`src/rtl/commit_arbiter_pkg.sv`:
```
// Commit-bus definitions shared by the arbiter and its priority picker.
// The packet width macros are normally supplied by aDefinitions.v; the guarded fallbacks keep this slice self-contained.
`ifndef COMMIT_PACKET_SIZE
`define COMMIT_PACKET_SIZE 8
`endif
`ifndef COMMIT_RSID_RNG
`define COMMIT_RSID_RNG 3:0
`endif

package commit_arbiter_pkg;
   localparam int COMMIT_PKT_W = `COMMIT_PACKET_SIZE;

   localparam logic [0:0] ST_IDLE  = 1'b0;
   localparam logic [0:0] ST_GRANT = 1'b1;

   typedef logic [3:0] stn_idx_t;
endpackage

```
`src/rtl/rr_priority_pick.sv`:
```
// Round-robin pick: the search starts one past the pointer and wraps.
// The first requester found wins.
module rr_priority_pick
   import commit_arbiter_pkg::*;
#(
   parameter int N = 4
)
(
   input  logic [N-1:0] requests,
   input  stn_idx_t     pointer,
   output logic [N-1:0] winner,
   output stn_idx_t     index,
   output logic         any
);
   int k;

   always_comb begin
      winner = '0;
      index  = '0;
      any    = 1'b0;
      k      = 0;
      for (int i = 1; i <= N; i++) begin
         k = int'(pointer) + i;
         if (k >= N) k = k - N;
         if (!any && k < N && requests[k]) begin
            any       = 1'b1;
            winner[k] = 1'b1;
            index     = stn_idx_t'(k);
         end
      end
   end
endmodule

```
`src/rtl/commit_arbiter.sv`:
```
// Round-robin commit-bus arbiter. It issues a one-cycle grant pulse and
// drives the granted station's packet onto the bus in the next cycle.
module commit_arbiter
   import commit_arbiter_pkg::*;
#(
   parameter int NUM_STATIONS = 4,
   parameter int PKT_W        = COMMIT_PKT_W
)
(
   input  logic                          Clock,
   input  logic                          Reset,
   input  logic [NUM_STATIONS-1:0]       iCommitRequest,
   input  logic [NUM_STATIONS*PKT_W-1:0] iCommitData,
   output logic [NUM_STATIONS-1:0]       oCommitGranted,
   output logic [PKT_W-1:0]              oCommitBus,
   output logic                          oCommitValid,
   output logic [3:0]                    oCommitSource
);
   logic [0:0]              state;
   logic                    armed;
   stn_idx_t                last_granted;
   logic [NUM_STATIONS-1:0] eligible;
   logic [NUM_STATIONS-1:0] pick_hot;
   stn_idx_t                pick_idx;
   logic                    pick_any;

   // The station granted this cycle is masked because its request drop arrives one cycle late.
   // The armed flop holds off the first grant until the second edge after reset releases.
   assign eligible = armed ? (iCommitRequest & ~oCommitGranted) : '0;

   rr_priority_pick #(.N(NUM_STATIONS)) u_pick (
      .requests (eligible),
      .pointer  (last_granted),
      .winner   (pick_hot),
      .index    (pick_idx),
      .any      (pick_any)
   );

   always_ff @(posedge Clock) begin
      if (!Reset) begin
         state          <= ST_IDLE;
         armed          <= 1'b0;
         last_granted   <= stn_idx_t'(NUM_STATIONS - 1);
         oCommitGranted <= '0;
         oCommitBus     <= '0;
         oCommitValid   <= 1'b0;
         oCommitSource  <= '0;
      end else begin
         armed          <= 1'b1;
         oCommitGranted <= pick_hot;
         state          <= pick_any ? ST_GRANT : ST_IDLE;
         if (pick_any) last_granted <= pick_idx;
         // In the GRANT state, last_granted holds the station that is granted in this cycle.
         oCommitValid <= (state == ST_GRANT);
         if (state == ST_GRANT) begin
            oCommitBus    <= iCommitData[int'(last_granted)*PKT_W +: PKT_W];
            oCommitSource <= last_granted;
         end
      end
   end
endmodule

```
`config.mk`:
```
export PLATFORM = sky130hd
export DESIGN_NAME = commit_arbiter
export DESIGN_NICKNAME = d
export VERILOG_FILES = /design/src/rtl/commit_arbiter_pkg.sv /design/src/rtl/rr_priority_pick.sv /design/src/rtl/commit_arbiter.sv
export SDC_FILE = /design/constraint.sdc
export NUM_CORES = 1
export LEC_CHECK = 0
export BUFFER_PORTS_ARGS = -buffer_cell sky130_fd_sc_hd__buf_4
export CAP_MARGIN = 15
export CORE_MARGIN = 4
export CORE_UTILIZATION = 47
export CTS_CLUSTER_DIAMETER = 80
export DETAILED_ROUTE_END_ITERATION = 16
export GPL_TIMING_DRIVEN = 1
export MAX_ROUTING_LAYER = met4
export PLACE_DENSITY_LB_ADDON = 0.05
export SETUP_SLACK_MARGIN = 0.02
export SYNTH_ARGS = -nofsm -noshare
export SYNTH_HDL_FRONTEND = slang
export SYNTH_SLANG_ARGS = --single-unit
```
`constraint.sdc`:
```
create_clock -name Clock -period 2.55 [get_ports Clock]
set_input_delay 0.255 -clock Clock [delete_from_list [all_inputs] [get_ports Clock]]
set_output_delay 0.255 -clock Clock [all_outputs]
set_load 0.02 [all_outputs]
```
-- Word-level counts from Yosys, hierarchy flattened
Index checks and enable logic that the tools add are counted.
- register bits after elaboration: 23
- input bits: 38
- output and inout bits: 17
- word-level logic and storage cells: 90
- $add $sub $neg: 8
- order comparisons: 16
- shifts and indexed selects: 1
- multiplexer cells: 39
- bitwise operators: 5
- reduce and logical (&&, ||, !) cells: 14
- operator list (operator ; number):
    $lt 32x4->1 const B ; 8
    $ge 32x1->1 const B ; 4
    $ge 32x4->1 const B ; 4
    $mux 32 ; 4
    $sub 32x4->32 const B ; 4
    $mux 4 ; 9
    $shiftx 32x8->8 ; 1
    $mux 1 ; 18
    $or 4x4->4 ; 3
    $logic_and 1x1->1 ; 11
    $add 4x2->5 const B ; 2
    $bmux 1 s2 ; 4
    $demux 1 s2 ; 4
    $add 4x1->5 const B ; 1
    $add 4x3->5 const B ; 1
    $and 4x4->4 ; 1
    $not 4->4 ; 1
    $logic_not 1->1 ; 3

-- Logic depth before layout (Yosys ltp)
Gate-level depths: netlist (run 1).
- word-level depth: 21
- depth in mapped cells: 12
- depth with buffers taken out: 12

-- By module
From an unflattened synthesis (run 1), not the netlist that was laid out.
- cell total of the unflattened synthesis: 232
- area total of the unflattened synthesis: 2115.8 sq um
- modules (own cells, without submodules) (module ; times used ; cells an instance ; area each (sq um)):
    commit_arbiter ; 1 ; 114 ; 1146.1
    rr_priority_pick ; 1 ; 118 ; 969.7

-- Worst setup path after synthesis (run 1)
OpenSTA, ideal clock, no wires.
- path kind: reg2reg
- start: register last_granted[1]
- end: register last_granted[3]
- setup time: 0.123 ns
- arrival: 2.249 ns
- path slack: 0.178 ns
- stages on the path, launching flop included: 12
- clock period less this slack: 2.372 ns
- cells stage by stage: dfxtp_1 > inv_1 > ha_1 > a21oi_1 > xnor2_1 > inv_1 > ha_1 > nand2_1 > nand3_1 > a2111o_1 > o2111ai_1 > o21ai_1
- word-level cells in the longest chain between the ends: 20
- elaborated cells on any way between the ends: 50
- classes of those cells: add/sub (8); order compare (8); mux (24); reduce/logical (10)
- ends and longest elaborated chain (item ; RTL line ; text):
    start, declared ; commit_arbiter.sv:21 ; stn_idx_t last_granted;
    start signal, assigned ; commit_arbiter.sv:43 ; last_granted <= stn_idx_t'(NUM_STATIONS - 1);
    start signal, assigned ; commit_arbiter.sv:52 ; if (pick_any) last_granted <= pick_idx;
    parallel branches: the longest is 20 deep, another holds $sub 32x4->32 ; - ;
Several ways; the timed one is not identified. The select of a mux whose other input is x is not followed.
A chain may end at the register's enable or synchronous reset.

-- Final worst setup path (run 1)
Same ends and word-level chain as after synthesis.

==> impl_metrics.toml, run 1 <==
[global_routing]
grt_pass1_wl_mm = 7.42
grt_pass1_vias = 1570
grt_usage_pct = 18.5
grt_max_degree = 15
grt_antenna_before_repair = 0
overflow = 0

[cells_and_area]
fillCellCount = 339
drive_gt1_share_pct = 36.7
fin_area_mm2 = 0.00244
nets = 316
syn_to_final_growth_pct = 30.6
diodes = 0

[clock_network]
cts_root_buf = "clkbuf_8"
cts_tree = "done"
hold_buffers = 0
cts_sinks = 23
clkTransAtPathRegs_ps = 90
clockBufferDepth = 2
clk_latency_ps = 270
cts_setup_buffers = 0
cts_resized = 0
numCtsBuffers = 3
cts_max_level = 1

[sta]
finalSetupViolCount = 0
setup_tns_ps = 0
final.hold.worst_slack_ps = 195
hold_viol = 0
slew_viol_final = 0
finClkSkew_ps = 10.1
fin_crit_ps = 2270
max_freq_mhz = 441
maxSlewHeadroom_pct = 71.2
rsz0062_at_grt = "no"
finalCritPeriodShare_pct = 88.9
max_slew.worst_pin.slew_ps = 432

[worst_hold_path]
min_path_type = "input port to register"
worstHoldPathCells = 1

[power]
power_frac_seq_pct = 21.6
p_clk_share_pct = 9.6
internal_power_mw = 1.35
leakage_nw = 1.10
power_density_mw_per_mm2 = 998
peakVddDrop_mv = 0.538
p_comb_share_pct = 68.8
p_sw_share_pct = 44.7
p_sw_mw = 1.09

[synth]
yosys_register_bits = 23
syn_avg_cell_area_um2 = 9.43
postSynth.asyncResetShare_pct = 0
syn_nets = 254
synth_edf_count = 0
synth_area_mm2 = 0.00187
synth_cell_types = 45
yosys_warnings = 0
yosysSeqAreaShare_pct = 24.6
synth_ff_type = "dfxtp_1"
synthCells = 198

[detailed_routing]
first_pass_iters = 4
vias = 1668
wl_per_cell_um = 15.0
vias_per_cell = 5.43
drtIter0Drc = 137
antenna_left = 0
drc = 0
drt_wl_total_mm = 4.60

[setup_path]
cp.arrival_ps = 2420
worstPathMaxFanout = 7
slowest_delay_ps = 420
path_cells = "inv_1 -> ha_1 -> a21oi_1 -> xnor2_1 -> inv_1 -> ha_1 -> nand2_1 -> nand3_1 -> a2111o_1 -> o2111ai_1 -> o21ai_1"
crit_cells = 11
critPathCaptureType = "register"
timing.critical_path.from_type = "register"
critPathBufInv = 2
slowest_stage = "a2111o_1"
rr_worst_depth = 11
critPathKind = "register to register"
required_ps = 2710
cp_top_family = "compound AO/OA/AOI/OAI gates"

[placed_design]
io_buffers = 54
dpl.hpwl_mm = 3.63
post_dp_cell_area_mm2 = 0.00238
gp_congestion = 0.928

[floorplan]
core_mm2 = 0.00374
initial_core_util_pct = 49.9
rows = 22
die_height_um = 71.0
dieArea_mm2 = 0.00505
die_width_um = 71.0
pin_count = 55

[flow_run]
cap_violations = 0

[run_status]
status = "complete, no violations"
## per-layer routing
layer | up-vias | GRT usage [%] | share of wire (%)
met1 | 781 | 26.1 | 44
li1 | 825 | - | -
met3 | 4 | 3.98 | 9.1
met4 | 0 | 2.51 | 0.61
met5 | - | - | 0
met2 | 58 | 27.9 | 46
## cell families (layout without fill, tap and decap cells)
group	count (synthesis)	count (layout)	synth area share, %
AO/OA/AOI/OAI	34	34	12.9
AND/OR/NAND/NOR	69	69	19.9
multiplexers	23	23	20.0
XOR/XNOR	11	11	5.56
adder cells (fa/ha/maj)	18	18	12.1
buffers and inverters	20	81	4.89
flip-flops	23	23	24.6
## synthesized netlist by cell type, types with 2 or more instances
| cell type | count | share of area [%] |
|---|---|---|
| dfxtp_1 | 23 | 25 |
| nand2_1 | 22 | 4.4 |
| ha_1 | 18 | 12 |
| nor2_1 | 17 | 3.4 |
| a21oi_1 | 16 | 4.3 |
| nor2b_1 | 12 | 4.0 |
| mux4_2 | 11 | 13 |
| xnor2_1 | 10 | 4.7 |
| inv_1 | 9 | 1.8 |
| mux2i_1 | 7 | 3.8 |
| a22oi_1 | 4 | 1.6 |
| clkbuf_1 | 4 | 0.80 |
| mux2_1 | 4 | 2.4 |
| nand2b_4 | 3 | 2.2 |
| nand3_1 | 3 | 0.80 |
| a21boi_1 | 2 | 0.80 |
| and2_1 | 2 | 0.67 |
| buf_1 | 2 | 0.40 |
| buf_4 | 2 | 0.80 |
| nand2b_1 | 2 | 0.67 |
## final cells by class
class	count	area (µm²)	area share [%]
clock buffer	3	41.3	1.69
inverter	10	37.5	1.54
timing repair buffer	67	503	20.6
clock inverter	1	7.51	0.308
sequential	23	462	18.9
multi-input combinational	155	1330	54.5
tap	48	60.1	2.46
## power groups by stage
stage          clock (mW)  sequential (mW)  combinational [mW]
6_report            0.233            0.526                1.68
5_1_grt             0.250            0.539                1.84
4_1_cts             0.239            0.526                1.66
3_5_place_dp            0            0.532                1.65
3_3_place_gp            0            0.529                1.65
2_1_floorplan           0            0.614                1.09
## cells in the final DEF (no fill, tap or decap), types with 3 or more instances in the layout
cell and instances:
buf_4 67, nand2_1 22, dfxtp_1 22, ha_1 18, nor2_1 17, a21oi_1 16
nor2b_1 12, mux4_2 11, xnor2_1 10, inv_1 9, mux2i_1 7, mux2_1 4
a22oi_1 4, nand3_1 3, nand2b_4 3, clkbuf_8 3
## metrics by stage
step                util, %  worst slack [ps]  instances  power, mW
floorplan                 -               178        198       1.70
global placement       63.5               244        303       2.18
detailed placement     63.5               234        303       2.18
CTS                    64.8               169        307       2.42
global route           65.2               112        307       2.63
finish                 65.2               282        307       2.43
## flip-flops by register name, indices dropped and copies added (netlist names)
register / cells
last_granted: 4
oCommitBus: 8
armed: 1
oCommitGranted: 4
oCommitValid: 1
state: 1
oCommitSource: 4
## final timing paths
| check | from | endpoint | slack, ps |
|---|---|---|---|
| worst min-delay path | Reset | armed | 200 |
| worst max register to register | last_granted[1] | last_granted[3] | 280 |
| worst max-delay path | last_granted[1] | last_granted[3] | 280 |
| worst min register to register | oCommitSource[1] | oCommitSource[1] | 510 |
Note: power is estimated with default switching activity, not from simulation.
==> inputs of run 2 (changes only) <==
- BUFFER_PORTS_ARGS: -buffer_cell sky130_fd_sc_hd__buf_4 -> default
- CORE_UTILIZATION: 47 -> 57
- DONT_BUFFER_PORTS: default -> 1
==> run 2 against run 1 <==
  * Sequential power grew 19%
  * Clock skew decreased by 5.3 ps
  * Count of clock-buffer cells in the layout is the same
  * Worst setup slack got worse by 51 ps
  * Flip-flop and latch count is the same
  * Sequential share of layout area up 4.2 points
  * Core utilization down 0.58 points
  * Register-to-register slack got worse by 50 ps
  * Critical path depth unchanged
  * Hold slack got worse by 140 ps
  * Power down 8.3%
  * Largest cell class unchanged
  * Largest power group unchanged
  * Highest routed layer unchanged
==> impl_metrics.toml, run 2 (synthesized netlist as in run 1, its figures left out) <==
[run_status]
status = "complete, no violations"

[detailed_routing]
drc = 0
wl_per_cell_um = 18.4
antenna_left = 0
first_pass_iters = 5
drtIter0Drc = 156
vias = 1481
drt_wl_total_mm = 4.53
vias_per_cell = 6.02

[sta]
rsz0062_at_grt = "no"
slew_viol_final = 0
hold_viol = 0
max_freq_mhz = 431
fin_crit_ps = 2320
setup_tns_ps = 0
finalCritPeriodShare_pct = 90.9
finClkSkew_ps = 4.80
finalSetupViolCount = 0
max_slew.worst_pin.slew_ps = 425
maxSlewHeadroom_pct = 71.7

[power]
p_sw_mw = 1.07
leakage_nw = 0.815
peakVddDrop_mv = 0.568
p_comb_share_pct = 64.6
power_density_mw_per_mm2 = 1110
power_frac_seq_pct = 28.0
p_sw_share_pct = 47.8
p_clk_share_pct = 7.4
internal_power_mw = 1.17

[cells_and_area]
final_cell_mix = "nand2_1, dfxtp_1, ha_1"
top_register = "oCommitBus"
diodes = 0
final_common_cell = "nand2_1"
nets = 259
syn_to_final_growth_pct = 7.30
fin_area_mm2 = 0.00200
drive_gt1_share_pct = 20.3
largest_reg_flops = 8
finish.utilization_pct = 64.6

[global_routing]
grt_max_degree = 21
grt_antenna_before_repair = 0
grt_usage_pct = 22.8
overflow = 0
grt_pass1_wl_mm = 7.29
grt_pass1_vias = 1482

[flow_run]
cap_violations = 0

[setup_path]
required_ps = 2740
worstPathMaxFanout = 8
rr_worst_depth = 11
cp.arrival_ps = 2510
timing.critical_path.from_type = "register"
critPathKind = "register to register"
critPathCaptureType = "register"

[clock_network]
cts_tree = "done"
cts_max_level = 1
clockBufferDepth = 2
cts_root_buf = "clkbuf_4"
numCtsBuffers = 3
cts_sinks = 23
clkTransAtPathRegs_ps = 120
clk_latency_ps = 310

[floorplan]
die_width_um = 65.2
pin_count = 55
rows = 20
dieArea_mm2 = 0.00426
die_height_um = 65.2
core_mm2 = 0.00310
initial_core_util_pct = 60.2

[placed_design]
io_buffers = 0
post_dp_cell_area_mm2 = 0.00194
gp_congestion = 0.979
dpl.hpwl_mm = 3.55

[worst_hold_path]
min_path_type = "input port to register"
worstHoldPathCells = 1
==> run 2: final cells by class <==
| type | instances | area [µm²] |
|---|---|---|
| Sequential cell | 23 | 463 |
| Multi-Input combinational cell | 155 | 1340 |
| Clock buffer | 3 | 22.5 |
| Tap cell | 44 | 55.1 |
| Fill cell | 283 | 1100 |
| Inverter | 10 | 37.5 |
| Clock inverter | 1 | 5.00 |
| Timing Repair Buffer | 10 | 81.3 |
==> run 2: final timing paths <==
path,from,endpoint,slack (ps)
min reg2reg,last_granted[2],oCommitSource[2],620
max,last_granted[2],last_granted[3],230
min,Reset,last_granted[1],50
max reg2reg,last_granted[2],last_granted[3],230
==> run 2: critical path, cell delays in order (launching register included) <==
cell and delay (ps):
dfxtp_2 450, ha_1 280, nand2_1 90, xnor2_1 350
inv_1 130, ha_1 220, nand2_1 60, nand3_1 140
nand2_1 110, o21ai_0 80, a32oi_1 190, o21ai_1 90
==> run 2: power by group through the flow <==
stage | Sequential [mW] | Clock (mW) | Combinational (mW)
3_5_place_dp | 0.631 | 0 | 1.38
6_report | 0.625 | 0.165 | 1.44
4_1_cts | 0.623 | 0.176 | 1.39
5_1_grt | 0.641 | 0.194 | 1.57
3_3_place_gp | 0.627 | 0 | 1.32
2_1_floorplan | 0.614 | 0 | 1.09
==> run 2: timing repair <==
action,4_1_cts,5_1_grt
hold buffers,1,0
setup endpoints to repair,0,6
endpoints found under the hold margin,2,0
gates resized for setup,0,7
setup buffers,0,0
==> run 2: through the flow <==
step | cells | hold WS [ps] | total power [mW] | setup slack (ps)
floorplan | 198 | 283 | 1.70 | 178
global placement | 241 | 284 | 1.95 | 196
detailed placement | 241 | 284 | 2.01 | 130
CTS | 246 | 32.7 | 2.19 | 89.8
global route | 246 | 19.9 | 2.41 | 35.9
finish | 246 | 53.6 | 2.23 | 231
==> run 2: routing by layer <==
layer	global-route usage, %	vias up	routed length, µm
met5	-	-	0
met4	2.59	0	13
met3	5.47	2	426
met2	36.8	76	2310
met1	30.2	695	1780
li1	-	708	-
==> inputs of run 3 (changes only) <==
- ABC_AREA: default -> 1
- GPL_TIMING_DRIVEN: 1 -> default
==> run 3 against run 2 <==
  * Sequential share of layout area rose by 1.2 points
  * Register-to-register slack improved by 50 ps
  * Flip-flop and latch count did not move
  * Wire length fell by 3.8%
  * Core utilization fell by 2.3 points
  * First-iteration DRC count fell by 39%
  * Clock power barely moved
  * Critical path type unchanged
==> impl_metrics.toml, run 3 <==
[synth]
yosysMostFrequentCell = "nand2_1"
netlist.area_leader.share_pct = 25.2
syn_avg_cell_area_um2 = 6.18
postSynth.asyncResetShare_pct = 0
synth_area_leaders = "dfxtp_1, nand2_1, ha_1"
synthCells = 296
yosys_register_bits = 23
synth_edf_count = 0
syn_nets = 352
synth_cell_types = 25
synth_ff_type = "dfxtp_1"
synth_area_mm2 = 0.00183
yosysSeqAreaShare_pct = 25.2
yosys_warnings = 0
synthTopCellsByCount = "nand2_1, nor2_1, inv_1"
synth_top_area_cell = "dfxtp_1"

[worst_hold_path]
min_path_type = "input port to register"
hp-start = "Reset"
worstHoldPathCells = 1
holdPathEnd = "last_granted[0]"

[sta]
hold_viol = 0
max_freq_mhz = 441
maxSlewHeadroom_pct = 65.9
fin_crit_ps = 2270
finalSetupViolCount = 0
slew_viol_final = 0
setup_tns_ps = 0
max_slew.worst_pin.slew_ps = 509
rsz0062_at_grt = "no"
finClkSkew_ps = 6.81
finalCritPeriodShare_pct = 88.9

[floorplan]
initial_core_util_pct = 59.9
die_height_um = 64.7
die_width_um = 64.7
dieArea_mm2 = 0.00418
core_mm2 = 0.00305
pin_count = 55
rows = 20

[setup_path]
r2r_end = "oCommitGranted[0]"
r2r_start = "last_granted[1]"
worstPathMaxFanout = 15
required_ps = 2810
rr_worst_depth = 17
timing.critical_path.from_type = "register"
rrSetupSlack_ps = 280
critPathCaptureType = "register"
cp.arrival_ps = 2530
critPathKind = "register to register"

[detailed_routing]
drc = 0
antenna_left = 0
vias_per_cell = 5.35
drtIter0Drc = 95
first_pass_iters = 4
wl_per_cell_um = 12.9
drt_wl_total_mm = 4.36
vias = 1812

[cells_and_area]
final_common_cell = "nand2_1"
largest_reg_flops = 8
final_cell_mix = "nand2_1, nor2_1, inv_1"
diodes = 0
drive_gt1_share_pct = 5.08
top_register = "oCommitBus"
fillCellCount = 310
syn_to_final_growth_pct = 3.90
nets = 352

[power]
peakVddDrop_mv = 0.679
power_density_mw_per_mm2 = 1360
p_total_mw = 2.58
leakage_nw = 0.918

[clock_network]
clockBufferDepth = 2
cts_sinks = 23
cts_root_buf = "clkbuf_4"
clkTransAtPathRegs_ps = 120
clk_latency_ps = 310
cts_setup_buffers = 0
cts_max_level = 1
cts_tree = "done"
numCtsBuffers = 3

[run_status]
status = "complete, no violations"

[placed_design]
dpl.hpwl_mm = 3.35
gp_congestion = 0.859
io_buffers = 0

[global_routing]
global_route.usage.met3_pct = 4.33
grt.busiest_layer = "met2"
grt_pass1_vias = 1556
gr-usage-met1_pct = 29.0
overflow = 0
grt_antenna_before_repair = 0
grt_usage_pct = 22.0
grtUsageMet2_pct = 34.9
grt_pass1_wl_mm = 7.12
grt_max_degree = 29

[flow_run]
cap_violations = 0
run 3: cell types whose count changed in the layout (fill, tap and decap cells not counted), sizes merged, moves of 12 or more:
cell   change
o21ai     +23
nand2     +49
nor2      +36
nand3     +22
inv       +23
nor2b     -12
run 3: what timing repair did:
item,CTS,global route
hold endpoints to repair,1,0
hold buffers,1,0
endpoints found under the setup margin,0,4
resized for setup,0,2
run 3: layout make-up:
class	count	area (µm²)	share of cell area, %
clock buffers	4	26.3	1.38
flip-flops and latches	23	462	24.3
inverters	34	128	6.71
multi-input cells	228	1180	62.2
well taps	44	55.1	2.90
repair buffers	6	47.5	2.50
run 3: per-layer routing:
layer | vias to the layer above | share of wire [%]
met4 | 0 | 1.7
met3 | 8 | 7.6
met2 | 66 | 45
met5 | - | 0
met1 | 794 | 46
li1 | 944 | -
run 3: power breakdown:
| group | total [mW] | internal (mW) | switching [mW] |
|---|---|---|---|
| Sequential | 0.698 | 0.484 | 0.214 |
| Combinational | 1.71 | 0.612 | 1.10 |
| Clock | 0.167 | 0.0612 | 0.106 |
run 3: how the worst max path moves through the flow:
| stage | from | to | slack (ps) | depth (start not counted) |
|---|---|---|---|---|
| 6_report | last_granted[1] | oCommitGranted[0] | 280 | 17 |
| 3_5_place_dp | last_granted[2] | oCommitGranted[0] | 230 | 16 |
| 4_1_cts | last_granted[2] | oCommitGranted[0] | 210 | 16 |
| 3_3_place_gp | last_granted[2] | oCommitGranted[3] | 230 | 16 |
| 5_1_grt | last_granted[1] | oCommitGranted[3] | 7 | 17 |
| 2_1_floorplan | last_granted[0] | last_granted[3] | 230 | 16 |
run 3: logic make-up after synthesis:
| kind of cell | after synthesis | share of synthesized area, % |
|---|---|---|
| AO/OA/AOI/OAI | 48 | 13.9 |
| XOR/XNOR | 6 | 2.87 |
| adder cells (fa/ha/maj) | 18 | 12.3 |
| buffers and inverters | 45 | 10.3 |
| flip-flops | 23 | 25.2 |
| AND/OR/NAND/NOR | 156 | 35.4 |
run 3: metrics by stage:
step / setup slack, ps / utilization (%) / instances / instance area (µm²) / hold WS [ps]
3_3_place_gp: 231 / 60.9 / 334 / 1860 / 284
2_1_floorplan: 231 / - / 296 / 1830 / 283
5_1_grt: 7.02 / 62.3 / 339 / 1900 / 25.2
3_5_place_dp: 233 / 60.9 / 334 / 1860 / 284
4_1_cts: 206 / 62.1 / 339 / 1900 / 22.0
6_report: 282 / 62.3 / 339 / 1900 / 26.2
run 3: worst max-delay path, cell delays in order, from the launching register on:
cell	delay [ps]
dfxtp_1	350
buf_4	210
ha_1	250
nor2_1	70
nor2_2	160
inv_1	90
ha_1	190
nand2_1	60
nand3_1	150
nand2_1	100
nand2_1	100
nor2_1	120
nand3_1	80
nand2_1	80
inv_1	40
nand2_1	40
nor2_1	50
nor2_1	80
